**src/rtl/pmem_arbiter.sv**
```systemverilog
// rtl/pmem_arbiter.sv - round-robin arbiter sharing one physical-memory port between I-cache and D-cache
module pmem_arbiter #(
    parameter int ADDR_W = 16,
    parameter int LINE_W = 128,
    parameter int CNT_W  = 16
) (
    input  logic              clk,
    input  logic              reset_n,
    input  logic              i_pmem_read,
    input  logic              i_pmem_write,
    input  logic [ADDR_W-1:0] i_pmem_address,
    input  logic [LINE_W-1:0] i_pmem_wdata,
    output logic [LINE_W-1:0] i_pmem_rdata,
    output logic              i_pmem_resp,
    input  logic              d_pmem_read,
    input  logic              d_pmem_write,
    input  logic [ADDR_W-1:0] d_pmem_address,
    input  logic [LINE_W-1:0] d_pmem_wdata,
    output logic [LINE_W-1:0] d_pmem_rdata,
    output logic              d_pmem_resp,
    output logic              pmem_read,
    output logic              pmem_write,
    output logic [ADDR_W-1:0] pmem_address,
    output logic [LINE_W-1:0] pmem_wdata,
    input  logic [LINE_W-1:0] pmem_rdata,
    input  logic              pmem_resp,
    output logic [CNT_W-1:0]  contention_count
);

    typedef enum logic [1:0] {
        IDLE    = 2'd0,
        GRANT_I = 2'd1,
        GRANT_D = 2'd2
    } state_t;

    state_t            state_q, state_d;
    logic              last_d_q, last_d_d;   // 1: D-cache was served last
    logic [CNT_W-1:0]  cnt_q, cnt_d;
    logic              i_req, d_req;

    assign i_req = i_pmem_read | i_pmem_write;
    assign d_req = d_pmem_read | d_pmem_write;

    always_comb begin
        state_d  = state_q;
        last_d_d = last_d_q;
        cnt_d    = cnt_q;
        case (state_q)
            IDLE: begin
                if (i_req && d_req) begin
                    state_d = last_d_q ? GRANT_I : GRANT_D;
                    if (cnt_q != '1) begin
                        cnt_d = cnt_q + CNT_W'(1);
                    end
                end else if (i_req) begin
                    state_d = GRANT_I;
                end else if (d_req) begin
                    state_d = GRANT_D;
                end
            end
            // A client dropping its request early ends the grant without updating fairness.
            GRANT_I: begin
                if (!i_req) begin
                    state_d = IDLE;
                end else if (pmem_resp) begin
                    state_d  = IDLE;
                    last_d_d = 1'b0;
                end
            end
            GRANT_D: begin
                if (!d_req) begin
                    state_d = IDLE;
                end else if (pmem_resp) begin
                    state_d  = IDLE;
                    last_d_d = 1'b1;
                end
            end
            default: state_d = IDLE;
        endcase
    end

    always_ff @(posedge clk) begin
        if (!reset_n) begin
            state_q  <= IDLE;
            last_d_q <= 1'b0;
            cnt_q    <= '0;
        end else begin
            state_q  <= state_d;
            last_d_q <= last_d_d;
            cnt_q    <= cnt_d;
        end
    end

    // Outputs are forced low while reset is applied, even before the state register clears.
    always_comb begin
        pmem_read    = 1'b0;
        pmem_write   = 1'b0;
        pmem_address = '0;
        pmem_wdata   = '0;
        i_pmem_rdata = '0;
        i_pmem_resp  = 1'b0;
        d_pmem_rdata = '0;
        d_pmem_resp  = 1'b0;
        if (reset_n) begin
            case (state_q)
                GRANT_I: begin
                    pmem_write   = i_pmem_write;
                    pmem_read    = i_pmem_read & ~i_pmem_write;
                    pmem_address = i_pmem_address;
                    pmem_wdata   = i_pmem_wdata;
                    i_pmem_rdata = pmem_rdata;
                    i_pmem_resp  = pmem_resp & i_req;
                end
                GRANT_D: begin
                    pmem_write   = d_pmem_write;
                    pmem_read    = d_pmem_read & ~d_pmem_write;
                    pmem_address = d_pmem_address;
                    pmem_wdata   = d_pmem_wdata;
                    d_pmem_rdata = pmem_rdata;
                    d_pmem_resp  = pmem_resp & d_req;
                end
                default: ;
            endcase
        end
    end

    assign contention_count = reset_n ? cnt_q : '0;

endmodule

```
**config.mk**
```make
export PLATFORM = sky130hd
export DESIGN_NAME = pmem_arbiter
export DESIGN_NICKNAME = d
export VERILOG_FILES = /design/src/rtl/pmem_arbiter.sv
export SDC_FILE = /design/constraint.sdc
export NUM_CORES = 1
export LEC_CHECK = 0
export ABC_AREA = 1
export CAP_MARGIN = 20
export CORE_AREA = 2 2 331 333
export CTS_CLUSTER_DIAMETER = 80
export DETAILED_ROUTE_END_ITERATION = 10
export DIE_AREA = 0 0 333 335
export GPL_TIMING_DRIVEN = 0
export PLACE_DENSITY = 0.39
export REMOVE_ABC_BUFFERS = 1
export SYNTH_ARGS = -nofsm -noshare
export SYNTH_HDL_FRONTEND = slang
export SYNTH_SLANG_ARGS = --single-unit
```
**constraint.sdc**
```tcl
create_clock -name clk -period 2 [get_ports clk]
set_input_delay 0.4 -clock clk [delete_from_list [all_inputs] [get_ports clk]]
set_output_delay 0.4 -clock clk [all_outputs]
set_load 0.01 [all_outputs]
```
==> results.toml, run 1 <==
[critical_path]
critical_path_arrival_ps = 2060
path_max_fanout = 8
cp-start-kind = "flip-flop"
worst-endpoint-required_ps = 1600
category_of_the_critical_setup_timing_path = "flip-flop to output port"
end_kind = "output port"

[cells_and_area]
layout_common_cells = "sky130_fd_sc_hd__clkdlybuf4s50_1 (437), sky130_fd_sc_hd__nand2_1 (289), sky130_fd_sc_hd__nor2_1 (181)"
layout.area.seq_um2 = 388
multi_input_area_um2 = 5760
fillers = 12231
final_common_cell = "sky130_fd_sc_hd__clkdlybuf4s50_1"
flow.area_growth_from_synthesis_pct = 300
post_route_cells_drive_above_1_share_pct = 41.1
num-nets-final = 2582
final_core_util_pct = 18.7
finish.cell_count_without_fillers = 3572

[floorplan]
core-area_um2 = 108000
initial_core_util_pct = 4.68
chipHeight_um = 335
die-width_um = 333
pin_count = 843
floorplan.rows = 121
floorplan.die_area_um2 = 112000

[global_route]
grt_first_pass_wirelength_mm = 111
grt_remaining_overflow = 0
track_usage_pct = 15.0
largest_net_degree_at_the_start_of_global_routing = 47
antenna_found_initial = 45
number_of_global_route_vias_before_repair = 11299

[synthesis]
synth_cell_type_count = 22
combinational_family_with_the_most_area_after_synthesis = "simple AND/OR/NAND/NOR gates"
ys.warnings.count = 0
synth_top_area_cell = "sky130_fd_sc_hd__nand2_1"
synthAdderAreaFrac_pct = 1.73
synth_top_area_share_pct = 27.4
synth_compound_gate_area_share_pct = 15.8
yosys_register_bits = 19
synth_area_um2 = 5060
synth_xor_xnor_area_share_pct = 0.519
synth_simple_gate_area_share_pct = 53.1
avgSynthCellArea_um2 = 4.40
synth.mux.area_fraction_pct = 0
post_synth_inst_count = 1150
yosys-top-cells-area = "sky130_fd_sc_hd__nand2_1 (27%), sky130_fd_sc_hd__nor2_1 (21%), sky130_fd_sc_hd__a21oi_1 (15%)"
synth_sequential_area_ratio_pct = 7.51

[power_and_ir_drop]
pwr_density_cell_nw_per_um2 = 358
ir_worst_vdd_v = 0.000208
power_leakage_nw = 8.96

[sta]
timing_worst_slew_pin_value_ps = 887
slew_viol_final = 0
timing.fmax_mhz = 406
finalClockSkew_ps = 4.03
rsz0062_at_grt = "yes"
report.final.hold_viol_count = 0
min_period_over_period_pct = 123
slew_headroom_pct = 40.8
final_setup_fails = 410
minimum_period_implied_by_the_final_worst_setup_slack_ps = 2460
postLayoutSetupSlackWorst_ps = -462

[run_status]
outcome = "complete, but fails checks"
failed_checks = "negative setup slack"

[drt]
detail_route.iter0.violations = 601
vias_after_detailed_routing = 11651
drt-pass1-iter-count = 5
avgRoutedWirePerCell_um = 25.8
detail_route.wirelength_mm = 92.2
drc_errors = 0
via_per_inst = 3.26
route.antenna.remaining_nets = 0

[clock_network]
cts_tree = "yes"
cts.reportedPaths.clkPinSlew_ps = 60
clockRootBuffer = "sky130_fd_sc_hd__clkbuf_16"
max_h_tree_level = 1
post_cts_hold_buffer_count = 0
clock_sinks = 19
cts-buffers-inserted = 3
cts_max_path_buffers = 2
insertion_delay_ps = 250

[worst_hold_path]
min-delay-path-class = "flip-flop to flip-flop"

[job]
number_of_violations_of_the_max_capacitance_limit = 0

[placement]
place.detailed.instances = 3331
io_buffer_count = 842
place.detailed.hpwl_mm = 60.9
gp_congestion = 0.886
## path summary, 6_finish.rpt
kind / from / endpoint / slack, ps / cells past startpoint
hold / removal: last_d_q / last_d_q / 490 / 2
setup reg to reg: state_q[0] / state_q[0] / -110 / 13
hold reg to reg: last_d_q / last_d_q / 490 / 2
setup / recovery: state_q[0] / pmem_wdata[12] / -460 / 7
## critical path, cell delays in order, from the launching register on
cell and delay [ps]:
sky130_fd_sc_hd__dfxtp_4 390, sky130_fd_sc_hd__clkinvlp_4 130, sky130_fd_sc_hd__ha_4 320, sky130_fd_sc_hd__nand2_8 100, sky130_fd_sc_hd__buf_16 200, sky130_fd_sc_hd__buf_16 190
sky130_fd_sc_hd__a21oi_4 230, sky130_fd_sc_hd__buf_12 170
## synthesized netlist by cell type
library cell,instances
sky130_fd_sc_hd__nand2_2,1
sky130_fd_sc_hd__buf_1,10
sky130_fd_sc_hd__nor2_1,290
sky130_fd_sc_hd__nand2_1,369
sky130_fd_sc_hd__dfxtp_1,19
sky130_fd_sc_hd__buf_6,3
sky130_fd_sc_hd__a21oi_1,155
sky130_fd_sc_hd__nand4_1,1
sky130_fd_sc_hd__buf_4,1
sky130_fd_sc_hd__nand3_1,19
sky130_fd_sc_hd__o21ai_0,5
sky130_fd_sc_hd__inv_1,182
sky130_fd_sc_hd__nor2_2,5
sky130_fd_sc_hd__inv_2,1
sky130_fd_sc_hd__nand3b_1,2
sky130_fd_sc_hd__nand3_2,3
sky130_fd_sc_hd__ha_1,7
sky130_fd_sc_hd__buf_2,44
sky130_fd_sc_hd__clkbuf_1,25
sky130_fd_sc_hd__nor2_4,1
sky130_fd_sc_hd__nor3_1,4
sky130_fd_sc_hd__xor2_1,3
## timing repair
action | in CTS | in global routing
buffers inserted | 113 | 59
cloned | 65 | 15
endpoints found under the setup margin | 432 | 424
pin swaps | 32 | 47
resized for setup | 1534 | 672
## final cells by class
| type | instances | share of cell area [%] |
|---|---|---|
| Clock buffer | 4 | 0.390 |
| Inverter | 183 | 3.44 |
| Sequential cell | 19 | 1.92 |
| Antenna cell | 7 | 0.0866 |
| Tap cell | 1414 | 8.75 |
| Timing Repair Buffer | 1069 | 57.0 |
| Multi-Input combinational cell | 876 | 28.4 |
## flip-flops by register name (all words and copies together), names as in the netlist
register	flops
cnt_q	16
state_q	2
last_d_q	1
## where the power goes
part / switching, W / internal, W / total, W
Combinational: 0.00321 / 0.00317 / 0.00637
Clock: 0.000159 / 0.000272 / 0.000430
Sequential: 0.0000367 / 0.000406 / 0.000442
Total: 0.00340 / 0.00384 / 0.00725
## cells by family (layout without fill, tap and decap cells)
group | count (synthesis) | after routing
compound gates | 160 | 160
xor+xnor | 3 | 3
fa+ha+maj | 7 | 7
buf+inv | 266 | 1256
flops | 19 | 19
other cells | 0 | 7
simple gates | 695 | 706
## through the flow
stage	setup WS, ps	area (um2)	setup TNS [ps]	total power (W)	hold WS [ps]
2_1_floorplan	-4800	4670	-1054000	0.00161	446
3_3_place_gp	-11800	14900	-3000240	0.00392	482
3_5_place_dp	-1820	15100	-424870	0.00377	478
4_1_cts	-473	18300	-117780	0.00636	492
5_1_grt	-503	20200	-129980	0.00758	554
6_report	-462	20200	-102730	0.00725	488
## per-layer routing
metal / routed length, um / share of wire [%] / up-vias / global-route usage [%]
met5: 184 / 0.20 / - / 0
met1: 39500 / 43 / 5380 / 19.4
met4: 2680 / 2.9 / 28 / 2.99
li1: - / - / 5469 / -
met2: 39800 / 43 / 651 / 23.4
met3: 10000 / 11 / 123 / 5.88
Note: power is estimated with default switching activity, not from simulation.
==> run 2, diff against run 1 <==
- SLEW_MARGIN: default -> 20
==> run 2 against run 1 <==
  * The run still ends with negative setup slack left
  * Maximum frequency up 1.9%
  * Sequential share of layout area is essentially flat
  * Cell count up 0.92%
  * Clock power up 1%
  * Cell area is essentially flat
  * Critical path type unchanged
  * Largest cell class unchanged
==> results.toml, run 2 (same netlist as run 1, synthesis figures left out) <==
[power_and_ir_drop]
pwr_density_cell_nw_per_um2 = 339
power_leakage_nw = 9.28
p_int_w = 0.00373
power.combinational.fraction_pct = 87.1
netSwitchingPower_w = 0.00315
power.clock.fraction_pct = 6.3
totalPowerFinal_w = 0.00687
ir_worst_vdd_v = 0.000213
power_switching_share_pct = 45.8
share_seq_of_total_power_pct = 6.5

[clock_network]
clock_sinks = 19
insertion_delay_ps = 250
cts.reportedPaths.clkPinSlew_ps = 60
cts_tree = "yes"
max_h_tree_level = 1
cts_max_path_buffers = 2
cts-buffers-inserted = 3
clockRootBuffer = "sky130_fd_sc_hd__clkbuf_16"

[critical_path]
crit_family = "buffers and inverters"
startpoint = "state_q[1]"
cp-start-kind = "flip-flop"
path_max_fanout = 7
worst-endpoint-required_ps = 1600
r2r-start = "state_q[1]"
end_kind = "output port"
critical_path_arrival_ps = 2020
cp_cell_sequence = "inv_6, ha_4, buf_12, buf_16, buf_12, buf_12, buf_16, buf_8, nand2_4, a21oi_4, buf_6"
category_of_the_critical_setup_timing_path = "flip-flop to output port"
timing.critical_path.buf_inv = 8
cpPeakStageDelay_ps = 390
crit_path_frequent_cell = "sky130_fd_sc_hd__buf_12"
worst_path_max_delay_cell = "sky130_fd_sc_hd__dfxtp_4"

[floorplan]
pin_count = 843
chipHeight_um = 335
floorplan.die_area_um2 = 112000
floorplan.rows = 121
core-area_um2 = 108000
die-width_um = 333
initial_core_util_pct = 4.68

[global_route]
grt_remaining_overflow = 0
met3_track_usage_gr_pct = 6.12
globalRouteMet1Util_pct = 17.0
grt_busiest_layer = "met2"
grt_first_pass_wirelength_mm = 99.5
track_usage_pct = 13.2
number_of_global_route_vias_before_repair = 10723
antenna_found_initial = 42
largest_net_degree_at_the_start_of_global_routing = 38
met2_capacity_usage_during_global_routing_pct = 20.6

[sta]
slew_headroom_pct = 66.0
report.final.hold_viol_count = 0
slew_viol_final = 0
finalClockSkew_ps = 3.23
postLayoutSetupSlackWorst_ps = -417
whs_ps = 494
rsz0062_at_grt = "yes"
timing_worst_slew_pin_value_ps = 509
final_setup_fails = 375
min_period_over_period_pct = 121
timing.fmax_mhz = 414
minimum_period_implied_by_the_final_worst_setup_slack_ps = 2420

[cells_and_area]
num-nets-final = 2616
layout_common_cells = "sky130_fd_sc_hd__clkdlybuf4s50_1 (437), sky130_fd_sc_hd__nand2_1 (307), sky130_fd_sc_hd__inv_1 (180)"
flow.area_growth_from_synthesis_pct = 300
largest_register_ffs = 16
finish.cell_count_without_fillers = 3605
max_flop_register = "cnt_q"
final_cell_area_um2 = 20200
largest_registers = "cnt_q x16, state_q x2, last_d_q x1"
post_route_cells_drive_above_1_share_pct = 44.3
final_common_cell = "sky130_fd_sc_hd__clkdlybuf4s50_1"

[drt]
detail_route.wirelength_mm = 86.7
drt-pass1-iter-count = 5
vias_after_detailed_routing = 11717
drc_errors = 0
route.antenna.remaining_nets = 0
via_per_inst = 3.25
detail_route.iter0.violations = 462
avgRoutedWirePerCell_um = 24.1

[placement]
place.detailed.hpwl_mm = 61.2
place.detailed.instances = 3333
gp_congestion = 0.886
io_buffer_count = 842
detailed_place.area_um2 = 15200

[run_status]
outcome = "complete, but fails checks"
failed_checks = "negative setup slack"

[worst_hold_path]
min-delay-path-class = "flip-flop to flip-flop"
hold_start = "last_d_q"

[job]
number_of_violations_of_the_max_capacitance_limit = 0
-- run 2: cell count changes in the layout (fill, tap and decap cells not counted), sizes merged --
cell	delta
clkdlybuf4s15	-9
clkinv	+1
dlygate4sd2	-46
clkbuf	+28
bufbuf	-2
inv	+1
dlymetal6s2s	+24
nand2	-9
buf	+47
diode	-1
clkinvlp	-1
-- run 2: layer usage --
layer	vias up	routed length [um]	share of wire, %
li1	5507	-	-
met1	5423	36900	43
met2	646	37400	43
met3	115	10300	12
met4	26	2040	2.3
met5	-	172	0.20
-- run 2: worst paths after layout --
check | end | slack [ps] | depth (start not counted)
worst max register to register | state_q[0] | 40 | 13
worst max-delay path | pmem_address[11] | -420 | 11
worst min register to register | last_d_q | 490 | 2
worst min-delay path | last_d_q | 490 | 2
-- run 2: cell type report --
| cell class | count | area [um2] |
|---|---|---|
| Antenna cell | 6 | 15.0 |
| Fill cell | 12324 | 87800 |
| Clock inverter | 1 | 5.00 |
| Tap cell | 1414 | 1770 |
| Sequential cell | 19 | 388 |
| Inverter | 183 | 697 |
| Timing Repair Buffer | 1112 | 11700 |
| Clock buffer | 3 | 75.1 |
| Multi-Input combinational cell | 867 | 5630 |
-- run 2: repair_timing --
| item | in CTS | in global routing |
|---|---|---|
| setup buffers | 42 | 159 |
| gates cloned | 28 | 37 |
| hold buffers | 0 | 0 |
| resized for setup | 859 | 1380 |
| endpoints found under the setup margin | 432 | 425 |
| pin swaps | 19 | 57 |
-- run 2: through the flow --
stage,worst slack [ps],TNS [ps],util (%)
after detailed placement,-1880,-383640,14.0
final,-417,-73010,18.7
after floorplan,-4800,-1054000,-
after global routing,-456,-92250,18.7
after global placement,-11800,-3000240,13.8
after CTS,-463,-120900,15.4
-- run 2: power by group through the flow --
stage                     sequential, W  clock [W]  combinational (W)
final                          0.000448   0.000436            0.00599
after detailed placement       0.000449          0            0.00335
after floorplan                0.000435          0            0.00117
after global routing           0.000453   0.000466            0.00626
after CTS                      0.000447   0.000444            0.00431
after global placement         0.000446          0            0.00347
-- run 2: tightest hold or removal path: cells and delay by family, from the launching register on --
kind / cells / cell delay (ps)
DFF: 1 / 330
and+or+nand+nor: 1 / 80
AOI/OAI and AO/OA: 1 / 40
==> run 3, diff against run 2 <==
- HOLD_SLACK_MARGIN: default -> 0.12
==> results of run 3 <==
Final layout, timing and power as in run 2 (identical DEF).
